**src/rtl/mmio_port_responder.sv**
```systemverilog
// mmio_port_responder: memory-mapped TX FIFO and RX capture register on a processor data bus
module mmio_port_responder #(
  parameter logic [31:0] BASE_ADDR = 32'h0000_0400,
  parameter int TX_DEPTH = 4
) (
  input  logic        clk_t,
  input  logic        rst_t,
  input  logic [31:0] addr_t,
  input  logic [31:0] wr_data_t,
  input  logic        mem_wr_t,
  input  logic        mem_rd_t,
  output logic [31:0] rd_data_t,
  output logic        stall_t,
  output logic [31:0] mem_map_io_t,
  output logic        io_valid_t,
  input  logic        io_ready_t,
  input  logic [31:0] ext_in_t,
  input  logic        ext_in_valid_t
);
  localparam int AW = $clog2(TX_DEPTH);
  logic [31:0] off;
  logic in_win, is_tx, is_st, is_rx, is_cnt;
  logic [31:0] fifo [TX_DEPTH];
  logic [AW-1:0] wr_ptr, rd_ptr;
  logic [AW:0] count;
  logic [31:0] last_out, rx_reg;
  logic rx_valid, rx_ovr, full, empty, push, pop, rd_rx, ovr_set, ovr_clr;
  // BASE_ADDR is word aligned, so addr_t[1:0] cannot move an address across the 16-byte window edge
  assign off = addr_t - BASE_ADDR;
  assign in_win = off < 32'd16;
  assign is_tx = in_win && off[3:2] == 2'd0;
  assign is_st = in_win && off[3:2] == 2'd1;
  assign is_rx = in_win && off[3:2] == 2'd2;
  assign is_cnt = in_win && off[3:2] == 2'd3;
  assign full = count == (AW+1)'(TX_DEPTH);
  assign empty = count == '0;
  assign push = mem_wr_t && is_tx && !full;
  assign pop = !empty && io_ready_t;
  assign stall_t = mem_wr_t && is_tx && full;
  assign io_valid_t = !empty;
  assign mem_map_io_t = empty ? last_out : fifo[rd_ptr];
  assign rd_rx = mem_rd_t && is_rx;
  assign ovr_set = ext_in_valid_t && rx_valid && !rd_rx;
  assign ovr_clr = mem_wr_t && is_st && wr_data_t[3];
  // load data is purely combinational so a same-cycle store or pop is not yet visible
  always_comb
    rd_data_t = is_st ? {28'd0, rx_ovr, rx_valid, empty, full} :
                is_rx ? rx_reg :
                is_cnt ? 32'(count) : 32'd0;
  // storage needs no reset: occupancy alone decides which slots are live
  always_ff @(posedge clk_t)
    if (push) fifo[wr_ptr] <= wr_data_t;
  // FIFO pointers, occupancy and the last word handed to the consumer
  always_ff @(posedge clk_t or posedge rst_t)
    if (rst_t) begin
      wr_ptr <= '0;
      rd_ptr <= '0;
      count <= '0;
      last_out <= '0;
    end else begin
      if (push) wr_ptr <= wr_ptr + 1'b1;
      if (pop) begin
        rd_ptr <= rd_ptr + 1'b1;
        last_out <= fifo[rd_ptr];
      end
      count <= count + {{AW{1'b0}}, push} - {{AW{1'b0}}, pop};
    end
  // RX capture: a read in the same cycle frees the slot for the incoming word; a new overrun beats a clear
  always_ff @(posedge clk_t or posedge rst_t)
    if (rst_t) begin
      rx_reg <= '0;
      rx_valid <= 1'b0;
      rx_ovr <= 1'b0;
    end else begin
      if (ext_in_valid_t && (!rx_valid || rd_rx)) begin
        rx_reg <= ext_in_t;
        rx_valid <= 1'b1;
      end else if (rd_rx) rx_valid <= 1'b0;
      rx_ovr <= ovr_set ? 1'b1 : ovr_clr ? 1'b0 : rx_ovr;
    end
endmodule

```
**config.mk**
```make
export PLATFORM = sky130hd
export DESIGN_NAME = mmio_port_responder
export DESIGN_NICKNAME = d
export VERILOG_FILES = /design/src/rtl/mmio_port_responder.sv
export SDC_FILE = /design/constraint.sdc
export NUM_CORES = 1
export LEC_CHECK = 0
export ABC_AREA = 0
export CELL_PAD_IN_SITES_DETAIL_PLACEMENT = 0
export CELL_PAD_IN_SITES_GLOBAL_PLACEMENT = 1
export CORE_ASPECT_RATIO = 1.4
export CORE_UTILIZATION = 44
export CTS_BUF_LIST = sky130_fd_sc_hd__clkbuf_8 sky130_fd_sc_hd__clkbuf_16
export DETAILED_ROUTE_END_ITERATION = 12
export PLACE_DENSITY_LB_ADDON = 0.12
export SLEW_MARGIN = 0
export SYNTH_ARGS = -nofsm -noshare
export SYNTH_HDL_FRONTEND = slang
export SYNTH_SLANG_ARGS = --single-unit
```
**constraint.sdc**
```tcl
create_clock -name clk_t -period 3 [get_ports clk_t]
set_input_delay 0.45 -clock clk_t [delete_from_list [all_inputs] [get_ports clk_t]]
set_output_delay 0.45 -clock clk_t [all_outputs]
set_load 0.01 [all_outputs]
```
==> impl_results.md <==
- Flip-flop count of the largest register after layout: 128
- Pin count of the biggest net entering global routing: 46
- Tightest slew margin relative to the limit: 63.4%
- Cell leakage power: 4.49 nW
- Clock power frac: 40.6%
- Start-to-end type of the worst setup path: primary input to output pin
- Synthesized flop and latch total: 201
- Largest fanout on the critical path: 14
- Setup TNS Final: 0 ns
- Launch instance of the worst register-to-register path: count[1]$_DFF_PP0_
- CP Data Arrival Time: 2.49 ns
- Number of maximum-capacitance constraint violations: 0
- Number of pins with negative max-slew slack in the final report: 0
- Result of the run: completed
- Sequential share of the synthesized area: 67.0%
- Detailed-route via count: 4,784
- Area inside the core boundary: 0.0188 sq mm
- Layout cells sized above 1: 34.9%
- Mapped Cells: 462
- Inserted Diodes: 0
- Final Total Pwr: 6.54 mW
- Vias per inst: 5.18
- Net switching component of the power: 1.33 mW
- TritonCTS Buffers: 21
- Final setup skew: 0.0126 ns
- Time the worst path needs with I/O delays and setup: 2.94 ns
- Power share of the sequential group: 48.5%
- First-pass iteration count of the detailed router: 4
- Crit path launch type: primary input
- Final setup fails: 0
- Period Utilization, post-route: 97.9%
- Endpoint of the worst register-to-register path: count[2]$_DFF_PP0_
- Clock latency at the later pin of the worst-skew pair: 0.49 ns
- Initial core utilization: 45.2%
- Summed instance area of the synthesized netlist: 0.00847 sq mm
- FMAX: 0.341 GHz
- Via count of the first global-routing pass: 5,393
- Number of antenna violations at the first check in global routing: 0
- Most used cells in the layout excluding fill and tap cells: sky130_fd_sc_hd__edfxtp_1 (128), sky130_fd_sc_hd__clkdlybuf4s50_1 (128), sky130_fd_sc_hd__dfrtp_1 (71)
- RePlAce Congestion: 0.730
- Initial DRC count: 291
- Cell internal pwr: 5.21 mW
- Setup repair after global routing missed its margin: false
- Library cells used by synthesis: 41
- Synth warnings: 0
- Post-DRT Antenna Nets: 0
- Root Buffer Master: sky130_fd_sc_hd__clkbuf_16
- Sort of element at the end of the critical path: output pin
- Setup slack of the worst register-to-register path: 0.43 ns
- Number of placement rows: 59
- Number of top-level design ports: 168
- Layout-stage area growth over the synthesis result: 35.1%
- Mean routed wirelength per cell: 19.9 um
- Power density cells: 571 mW/mm^2
- Maximum vdd ir drop: 0.534 mV
- Syn_nets: 571
- Start point of the critical path: addr_t[18]
- Placed wire-length estimate: 11,700 um
- # fillers: 1,427
- Worst R2R Path Depth: 11
- Type of the most critical hold path: primary input to async pin
- Clock slew at the register clock pins of the worst setup and hold paths: 0.06 ns
- Synth Area per Inst: 18.3 sq um
- Final hold viol count: 0
- CTS Buffer Depth: 3
- Crit path to: rd_data_t[5]
- Sw Share: 20.3%
- Fraction of power consumed by combinational cells: 10.9%
- Combined global-route utilization of all metal layers: 19.2%
- Sum of routed wire length over all layers: 18,400 um
- CTS tree: done
- Wire length of the first global-routing pass: 29,200 um
- Worst EP required: 2.55 ns
- Post-detailed-route DRC marker count: 0
- Die Outline Area: 0.0198 sq mm
- Number of I/O port buffers: 165
- Number of clock sinks: 201
- Die boundary height: 166 um
- Number of nets in the finished design: 774
- Global route overflow: 0
- Worst Hold Slack: 0.322 ns
- Deepest level of the CTS H-tree: 1
- Transition time at the pin with the least slew margin: 0.548 ns
- Die width: 119 um
## power groups by stage
stage                     Combinational, mW  Clock (mW)  Sequential [mW]
after detailed placement              0.716           0             3.22
after global placement                0.700           0             3.21
after floorplan                       0.323           0             3.19
after global routing                  0.766        2.83             3.19
final                                 0.712        2.66             3.17
after CTS                             0.723        2.72             3.17
## cell type report
cell class                      instances  area (sq um)  area share, %
Tap cell                              244           305           2.67
Sequential cell                       201          5670           49.6
Multi-Input combinational cell        229          2710           23.7
Clock inverter                         13           140           1.23
Inverter                               11          42.5          0.372
Clock buffer                           25           581           5.08
Timing Repair Buffer                  201          1990           17.4
## critical path: stages
cell	delay [ns]
sky130_fd_sc_hd__dlygate4sd2_1	0.27
sky130_fd_sc_hd__or4_4	0.55
sky130_fd_sc_hd__o21a_1	0.21
sky130_fd_sc_hd__a31oi_4	0.16
sky130_fd_sc_hd__and3_4	0.23
sky130_fd_sc_hd__bufbuf_16	0.27
sky130_fd_sc_hd__and2_1	0.13
sky130_fd_sc_hd__clkdlybuf4s15_2	0.23
## per-stage QoR
stage | setup WS [ns] | util [%] | instances | area [sq um]
finish | 0.0638 | 61.0 | 924 | 11400
global route | 0.00109 | 61.0 | 924 | 11400
CTS | 0.0184 | 61.3 | 923 | 11500
detailed placement | -0.375 | 57.1 | 883 | 10700
global placement | -0.351 | 57.1 | 883 | 10700
floorplan | -0.412 | - | 462 | 8470
## repair_timing
action / 4_1_cts / 5_1_grt
hold buffers: 0 / 0
gates resized for setup: 76 / 20
gates cloned: 2 / 0
endpoints found under the setup margin: 35 / 43
buffers inserted: 0 / 1
## cell families after synthesis
| kind of cell | count (synthesis) | synth area share [%] |
|---|---|---|
| flops | 201 | 67.0 |
| fa+ha+maj | 7 | 1.12 |
| xor+xnor | 5 | 0.517 |
| buf+inv | 32 | 1.80 |
| simple gates | 73 | 5.02 |
| mux | 132 | 23.1 |
| compound gates | 12 | 1.42 |
## synth_stat cells
library cell	count	share of area, %
sky130_fd_sc_hd__a211o_1	1	0.10
sky130_fd_sc_hd__a211oi_1	1	0.089
sky130_fd_sc_hd__a21oi_1	1	0.059
sky130_fd_sc_hd__a22oi_1	4	0.35
sky130_fd_sc_hd__a311oi_1	1	0.10
sky130_fd_sc_hd__a31oi_4	2	0.50
sky130_fd_sc_hd__a32o_1	1	0.12
sky130_fd_sc_hd__and2_1	30	2.2
sky130_fd_sc_hd__and3_1	1	0.074
sky130_fd_sc_hd__and4b_1	1	0.12
sky130_fd_sc_hd__buf_1	3	0.13
sky130_fd_sc_hd__buf_2	3	0.18
sky130_fd_sc_hd__buf_4	1	0.089
sky130_fd_sc_hd__buf_6	3	0.40
sky130_fd_sc_hd__clkbuf_1	9	0.40
sky130_fd_sc_hd__clkbuf_2	2	0.12
sky130_fd_sc_hd__clkinv_1	1	0.044
sky130_fd_sc_hd__dfrtp_1	73	22
sky130_fd_sc_hd__edfxtp_1	128	45
sky130_fd_sc_hd__fa_1	1	0.24
sky130_fd_sc_hd__ha_1	6	0.89
sky130_fd_sc_hd__inv_1	10	0.44
sky130_fd_sc_hd__mux2_2	70	9.3
sky130_fd_sc_hd__mux2_4	30	5.3
sky130_fd_sc_hd__mux4_2	32	8.5
sky130_fd_sc_hd__nand2_1	4	0.18
sky130_fd_sc_hd__nand3_1	3	0.18
sky130_fd_sc_hd__nand3_2	1	0.12
sky130_fd_sc_hd__nand4_1	2	0.15
sky130_fd_sc_hd__nand4b_1	2	0.21
sky130_fd_sc_hd__nor2_1	15	0.66
sky130_fd_sc_hd__nor2b_1	3	0.22
sky130_fd_sc_hd__nor3_1	4	0.24
sky130_fd_sc_hd__nor4_1	3	0.22
sky130_fd_sc_hd__nor4_2	1	0.15
sky130_fd_sc_hd__nor4b_1	1	0.10
sky130_fd_sc_hd__o21a_1	1	0.089
sky130_fd_sc_hd__or3b_2	1	0.10
sky130_fd_sc_hd__or4_1	1	0.089
sky130_fd_sc_hd__xnor2_1	4	0.41
sky130_fd_sc_hd__xor2_1	1	0.10
## how the worst min path moves through the flow
stage                          start                endpoint  slack, ns  cells past startpoint
4_1_cts                        rst_t  rx_reg[11]$_DFFE_PP0P_       0.32                      2
3_5_place_dp   rx_reg[6]$_DFFE_PP0P_   rx_reg[6]$_DFFE_PP0P_       0.49                      1
6_report                       rst_t  rx_reg[29]$_DFFE_PP0P_       0.32                      2
2_1_floorplan     rx_ovr$_DFFE_PP0P_      rx_ovr$_DFFE_PP0P_       0.47                      1
5_1_grt                        rst_t  rx_reg[29]$_DFFE_PP0P_       0.37                      2
3_3_place_gp      rx_ovr$_DFFE_PP0P_      rx_ovr$_DFFE_PP0P_       0.48                      1
## per-layer routing
layer | routed length, um | track usage, % | vias to the layer above
met2 | 10400 | 36.1 | 103
met5 | 0 | 0 | -
met4 | 251 | 4.84 | 0
li1 | - | - | 2175
met3 | 683 | 2.85 | 20
met1 | 7080 | 22.5 | 2486
No activity file was read; power rests on OpenSTA's default activity.
